**config.mk**
```make
export PLATFORM = sky130hd
export DESIGN_NAME = trace_collector
export DESIGN_NICKNAME = d
export VERILOG_FILES = /design/src/rtl/trace_pkg.sv /design/src/rtl/trace_fifo.sv /design/src/rtl/trace_collector.sv
export SDC_FILE = /design/constraint.sdc
export NUM_CORES = 1
export LEC_CHECK = 0
export BUFFER_PORTS_ARGS = -buffer_cell sky130_fd_sc_hd__buf_2
export CAP_MARGIN = 10
export CORE_ASPECT_RATIO = 0.9
export CORE_MARGIN = 5
export CORE_UTILIZATION = 38
export DETAILED_ROUTE_END_ITERATION = 10
export GPL_ROUTABILITY_DRIVEN = 0
export HOLD_SLACK_MARGIN = 0.05
export MAX_ROUTING_LAYER = met4
export SLEW_MARGIN = 15
export SYNTH_ARGS = -nofsm -noshare
export SYNTH_HDL_FRONTEND = slang
export SYNTH_HIERARCHICAL = 1
export SYNTH_SLANG_ARGS = --single-unit
export TNS_END_PERCENT = 30
```
**constraint.sdc**
```tcl
create_clock -name clk -period 11.9 [get_ports clk]
set_input_delay 1.19 -clock clk [delete_from_list [all_inputs] [get_ports clk]]
set_output_delay 1.19 -clock clk [all_outputs]
set_load 0.05 [all_outputs]
```
**src/rtl/trace_pkg.sv**
```systemverilog
// Shared trace types, default widths and channel-id sizing helper.
// Imported by the collector and by anything consuming its output.
package trace_pkg;

    localparam int ADDR_W_DEF = 32;
    localparam int DATA_W_DEF = 32;
    localparam int TS_W_DEF   = 32;
    localparam int NUM_CH_DEF = 4;

    function automatic int ch_id_w(input int n);
        return (n > 1) ? $clog2(n) : 1;
    endfunction

    localparam int CH_ID_W_DEF = ch_id_w(NUM_CH_DEF);

    typedef struct packed {
        logic [TS_W_DEF-1:0]    ts;
        logic [CH_ID_W_DEF-1:0] ch;
        logic [ADDR_W_DEF-1:0]  addr;
        logic [DATA_W_DEF-1:0]  data;
    } trace_output_t;

endpackage

```
**src/rtl/trace_fifo.sv**
```systemverilog
// Synchronous FIFO with async reset and occupancy level.
// Head reads as zero whenever the FIFO is empty.
module trace_fifo #(
    parameter int WIDTH = 8,
    parameter int DEPTH = 8
) (
    input  logic                   clk,
    input  logic                   rst,
    input  logic                   push,
    input  logic                   pop,
    input  logic [WIDTH-1:0]       din,
    output logic [WIDTH-1:0]       dout,
    output logic                   full,
    output logic                   empty,
    output logic [$clog2(DEPTH):0] level
);

    localparam int PW = $clog2(DEPTH);

    logic [WIDTH-1:0] mem [DEPTH];
    logic [PW-1:0]    wr_ptr;
    logic [PW-1:0]    rd_ptr;
    logic             do_push;
    logic             do_pop;

    assign empty   = (level == '0);
    assign full    = (level == (PW + 1)'(DEPTH));
    assign do_pop  = pop && !empty;
    assign do_push = push && (!full || do_pop);

    // Stale storage is never visible after reset or once drained.
    assign dout = empty ? '0 : mem[rd_ptr];

    always_ff @(posedge clk or posedge rst) begin
        if (rst) begin
            wr_ptr <= '0;
            rd_ptr <= '0;
            level  <= '0;
        end else begin
            if (do_push) wr_ptr <= wr_ptr + PW'(1);
            if (do_pop)  rd_ptr <= rd_ptr + PW'(1);
            unique case ({do_push, do_pop})
                2'b10:   level <= level + (PW + 1)'(1);
                2'b01:   level <= level - (PW + 1)'(1);
                default: level <= level;
            endcase
        end
    end

    always_ff @(posedge clk) begin
        if (do_push) mem[wr_ptr] <= din;
    end

endmodule

```
**src/rtl/trace_collector.sv**
```systemverilog
// Round-robin trace collector: timestamps records from NUM_CH trackers
// and serialises them through a FIFO onto one valid/ready output.
module trace_collector
    import trace_pkg::*;
#(
    parameter int ADDR_WIDTH   = 32,
    parameter int DATA_WIDTH   = 32,
    parameter int NUM_CH       = 4,
    parameter int FIFO_DEPTH   = 8,
    parameter int TS_WIDTH     = 32,
    parameter int DROP_ON_FULL = 0,
    parameter int DROP_CNT_W   = 16
) (
    input  logic                         clk,
    input  logic                         rst,
    input  logic                         trace_en,
    input  logic [NUM_CH-1:0]            ch_valid,
    output logic [NUM_CH-1:0]            ch_ready,
    input  logic [NUM_CH*ADDR_WIDTH-1:0] ch_addr,
    input  logic [NUM_CH*DATA_WIDTH-1:0] ch_data,
    output logic                         trace_valid,
    input  logic                         trace_ready,
    output logic [TS_WIDTH-1:0]          trace_ts,
    output logic [ch_id_w(NUM_CH)-1:0]   trace_ch,
    output logic [ADDR_WIDTH-1:0]        trace_addr,
    output logic [DATA_WIDTH-1:0]        trace_data,
    output logic [DROP_CNT_W-1:0]        drop_count,
    output logic [$clog2(FIFO_DEPTH):0]  fifo_level
);

    localparam int CH_W  = ch_id_w(NUM_CH);
    localparam int CNT_W = $clog2(NUM_CH + 1);
    localparam int SUM_W = ((DROP_CNT_W > CNT_W) ? DROP_CNT_W : CNT_W) + 1;
    localparam int REC_W = TS_WIDTH + CH_W + ADDR_WIDTH + DATA_WIDTH;
    localparam bit DROP  = (DROP_ON_FULL != 0);

    logic [TS_WIDTH-1:0]   ts;
    logic [CH_W-1:0]       rr_ptr;
    logic [CH_W-1:0]       offset;
    logic [CH_W-1:0]       gnt;
    logic [CH_W:0]         gnt_sum;
    logic [CH_W:0]         nxt_sum;
    logic [NUM_CH-1:0]     rot;
    logic                  gnt_vld;
    logic                  full;
    logic                  empty;
    logic                  pop;
    logic                  space;
    logic                  push;
    logic [ADDR_WIDTH-1:0] sel_addr;
    logic [DATA_WIDTH-1:0] sel_data;
    logic [CNT_W-1:0]      n_valid;
    logic [CNT_W-1:0]      n_drop;
    logic [SUM_W-1:0]      drop_sum;
    logic [REC_W-1:0]      rec_in;
    logic [REC_W-1:0]      rec_out;

    // Rotate so the pointer's channel lands at bit 0; lowest set bit wins.
    assign rot = NUM_CH'({ch_valid, ch_valid} >> rr_ptr);

    always_comb begin
        offset  = '0;
        gnt_vld = 1'b0;
        for (int k = NUM_CH - 1; k >= 0; k--) begin
            if (rot[k]) begin
                offset  = CH_W'(k);
                gnt_vld = 1'b1;
            end
        end
    end

    assign gnt_sum = {1'b0, rr_ptr} + {1'b0, offset};
    assign gnt     = (gnt_sum >= (CH_W + 1)'(NUM_CH))
                   ? CH_W'(gnt_sum - (CH_W + 1)'(NUM_CH))
                   : gnt_sum[CH_W-1:0];
    assign nxt_sum = {1'b0, gnt} + (CH_W + 1)'(1);

    always_comb begin
        sel_addr = '0;
        sel_data = '0;
        n_valid  = '0;
        for (int k = 0; k < NUM_CH; k++) begin
            if (gnt == CH_W'(k)) begin
                sel_addr = ch_addr[k*ADDR_WIDTH +: ADDR_WIDTH];
                sel_data = ch_data[k*DATA_WIDTH +: DATA_WIDTH];
            end
            n_valid = n_valid + CNT_W'(ch_valid[k]);
        end
    end

    // A full FIFO still admits a push when the sink drains the head.
    assign pop   = trace_ready && !empty;
    assign space = !full || pop;
    assign push  = trace_en && gnt_vld && space;

    always_comb begin
        ch_ready = '0;
        if (DROP)           ch_ready = '1;
        else if (rst)       ch_ready = '0;
        else if (!trace_en) ch_ready = '1;
        else if (push)      ch_ready[gnt] = 1'b1;
    end

    assign n_drop   = n_valid - CNT_W'(push);
    assign drop_sum = SUM_W'(drop_count) + SUM_W'(n_drop);

    always_ff @(posedge clk or posedge rst) begin
        if (rst) begin
            ts     <= '0;
            rr_ptr <= '0;
        end else begin
            if (trace_en) ts <= ts + TS_WIDTH'(1);
            if (trace_en && gnt_vld && (DROP || space)) begin
                rr_ptr <= (nxt_sum >= (CH_W + 1)'(NUM_CH))
                        ? '0 : nxt_sum[CH_W-1:0];
            end
        end
    end

    always_ff @(posedge clk or posedge rst) begin
        if (rst) begin
            drop_count <= '0;
        end else if (DROP && trace_en) begin
            if (drop_sum > SUM_W'({DROP_CNT_W{1'b1}})) drop_count <= '1;
            else drop_count <= drop_sum[DROP_CNT_W-1:0];
        end
    end

    assign rec_in = {ts, gnt, sel_addr, sel_data};

    trace_fifo #(
        .WIDTH (REC_W),
        .DEPTH (FIFO_DEPTH)
    ) u_fifo (
        .clk   (clk),
        .rst   (rst),
        .push  (push),
        .pop   (pop),
        .din   (rec_in),
        .dout  (rec_out),
        .full  (full),
        .empty (empty),
        .level (fifo_level)
    );

    assign trace_valid = !empty;
    assign {trace_ts, trace_ch, trace_addr, trace_data} = rec_out;

endmodule

```
==> impl_results.md <==
- Status: complete, no violations
- Via count of the first global-routing pass: between 15000 and 20000
- Fin crit period: about 5.5 ns
- Max-slew violation count: 0
- Max Fclk: about 180 MHz
- Post-cts sizing count: 0
- Top-count cell post-synth: edfxtp_1
- Layout Nets: approximately 2400
- Antenna-violating nets left: 0
- Postcts setup bufs: 0
- Synth top area cells: edfxtp_1 (69%), mux4_2 (13%), mux2i_1 (6.7%)
- Share of cells above drive strength 1: 34.2%
- Cell taking the most area after synthesis: edfxtp_1
- Worst Path Max Fanout: 31
- Synth Instances: between 1500 and 2000
- Worst Path Required: between 10 and 15 ns
- Post-synth top area share: between 60% and 70%
- Setup TNS: 0 ns
- CTS sink cnt: around 830
- Headroom to the max-slew limit: roughly 28%
- Final wirelength: about 86 mm
- Initial Utilization: 38.3%
- Routed vias: roughly 18000
- Area delta synth->final: 17.2%
- Total CTS buffers: 87
- Gr usage total: between 10% and 20%
- TritonCTS clock tree: done
- Final Setup Violations: 0
- DR pass1 iterations: 5
- Die W: between 300 and 400 µm
- Crit path arrival time: about 4.3 ns
- CP Cell Sequence: buf_2 > nor2_1 > a221oi_1 > a21oi_1 > or3_1 > ha_4 > xor2_1 > xnor2_2 > buf_4 > inv_1 > ha_4 > nand2_1 > a21oi_1 > buf_2
- Synth cell count leaders: edfxtp_1 (784), mux2i_1 (230), mux4_2 (196)
- Initial antenna violation count: 6
- # rows: around 100
- Final hold violation count: 0
- Max incr delay on CP: approximately 0.60 ns
- Clock latency on the worst-skew pair: ~0.64 ns
- I/O pin count: slightly below 400
- Drt wl/cell: 25.5 µm
- Area of the mapped netlist: roughly 34000 µm²
- Netlist cell types: 51
- Ys flop type: edfxtp_1
- Register area share after synthesis: 72.0%
- Core Region: about 89000 µm²
- Max_cap viols: 0
- Synth warnings: 38
- Initial DRC Count: ~1600
- Critical Path Start Type: input port
- DRC viols: 0
- Ys async rst share: 5.31%
- Vias per inst: 5.33
- Maximum number of pins on one net before global-route repair: ~120
- Critical Path End Type: output pin
- Post-DP HPWL: 50.2 mm
- Crit Path Class: input port to output pin
- Cts hold-fix bufs: 0
- First-pass GRT wire length: roughly 130 mm
- Die Area: between 90000 and 100000 µm²
- FF+latch count, synth: just over 800
- Worst-path cell with the longest stage delay: buf_4
- Die height: about 290 µm
- Slew @ Worst Pin: between 1 and 1.5 ns
- GRT overflow: 0
- Clock Skews: roughly 0.038 ns
- RSZ-0062 raised after global routing: no
- FILL cells: about 7600
- IO buf count: between 300 and 400
- Final Cycle Share: approximately 46%
- CTS H-tree depth: 3
- Worst Hold Class: register to register
- CTS Buffer Depth: 3
- Avg Cell Area, Syn: a little under 20 µm²
- Root buf cell: clkbuf_16
- Number of synthesized flops with an enable pin: 784
- Worst-path clk slew: 0.06 ns
critical path: cells and delay by family:
kind	cells	cell delay (ns)
and+or+nand+nor	3	0.55
adders and majority gates	2	0.51
xor gates and xnor gates	2	0.46
buffers and inverters	4	1.12
AOI/OAI and AO/OA	3	0.45
area by class of cell:
type / instances / area, µm² / share of cell area (%)
Timing Repair Buffer: 403 / 2120 / 5.29
Clock buffer: 106 / 2320 / 5.78
Multi-Input combinational cell: 780 / 8960 / 22.3
Antenna cell: 3 / 7.51 / 0.0187
Clock inverter: 56 / 538 / 1.34
Sequential cell: 828 / 24700 / 61.4
Inverter: 17 / 63.8 / 0.159
Tap cell: 1166 / 1460 / 3.64
metal layers:
layer / track usage, % / share of wire (%) / vias up
li1: - / - / 7788
met1: 23.7 / 43 / 9369
met2: 29.1 / 49 / 618
met3: 3.63 / 6.1 / 117
met4: 4.15 / 1.9 / 0
met5: - / 0 / -
stage by stage:
stage                     util, %  hold WS, ns  instances  area, µm²  setup WS [ns]
after CTS                    44.9        0.542       3356      40100           6.38
after global routing         44.9        0.589       3359      40100           6.19
after global placement       41.7        0.529       3194      37300           6.13
final                        44.9        0.551       3359      40100           6.41
after floorplan                 -        0.487       1742      34300           1.98
after detailed placement     41.7        0.535       3194      37300           6.01
cell families after synthesis:
family	synth area share, %
buf+inv	2.26
other cells	0.0110
mux	19.7
simple gates	2.62
fa+ha+maj	0.314
xor+xnor	1.02
flops	72.0
compound gates	2.03
path summary, 6_finish.rpt:
kind	slack, ns	startpoint	end	cells past startpoint
setup / recovery	6.41	ch_valid[0]	ch_ready[1]	14
hold / removal	0.55	u_fifo/wr_ptr[0]$_DFFE_PP0P_	u_fifo/wr_ptr[0]$_DFFE_PP0P_	2
setup reg to reg	6.73	rr_ptr[0]$_DFFE_PP0N_	u_fifo/mem[2][52]$_DFFE_PP_	14
hold reg to reg	0.55	u_fifo/wr_ptr[0]$_DFFE_PP0P_	u_fifo/wr_ptr[0]$_DFFE_PP0P_	2
max in group asynchronous	10.75	rst	ts[31]$_DFFE_PP0P_	3
min in group asynchronous	0.59	rst	u_fifo/level[1]$_DFFE_PP0P_	2
cells in the final DEF (no fill, tap or decap), types with 4 or more instances in the layout:
cell type and count:
nand2b_1 7, xnor2_1 28, clkinv_1 25, a21oi_1 5
edfxtp_1 784, clkbuf_16 88, nor2_4 7, dfrtp_1 41
mux2i_1 230, conb_1 16, inv_1 16, xor2_1 11
nor2_1 116, buf_4 31, clkbuf_1 13, bufinv_16 7
a22oi_1 63, nand4_1 7, nand3_1 10, nor2b_1 4
and3_1 6, mux4_2 196, ha_1 5, buf_2 370
and4_1 5, clkinv_2 13, clkbuf_8 5, nand2_1 24
state kept, by name (all words and copies together), names as in the netlist:
name and count:
u_fifo/wr_ptr 3, u_fifo/rd_ptr 3, ts 32, rr_ptr 2
u_fifo/level 4, u_fifo/mem 784
Power is not shown: default switching activity piles up to over one toggle a cycle in this logic, so the estimate is an artifact.
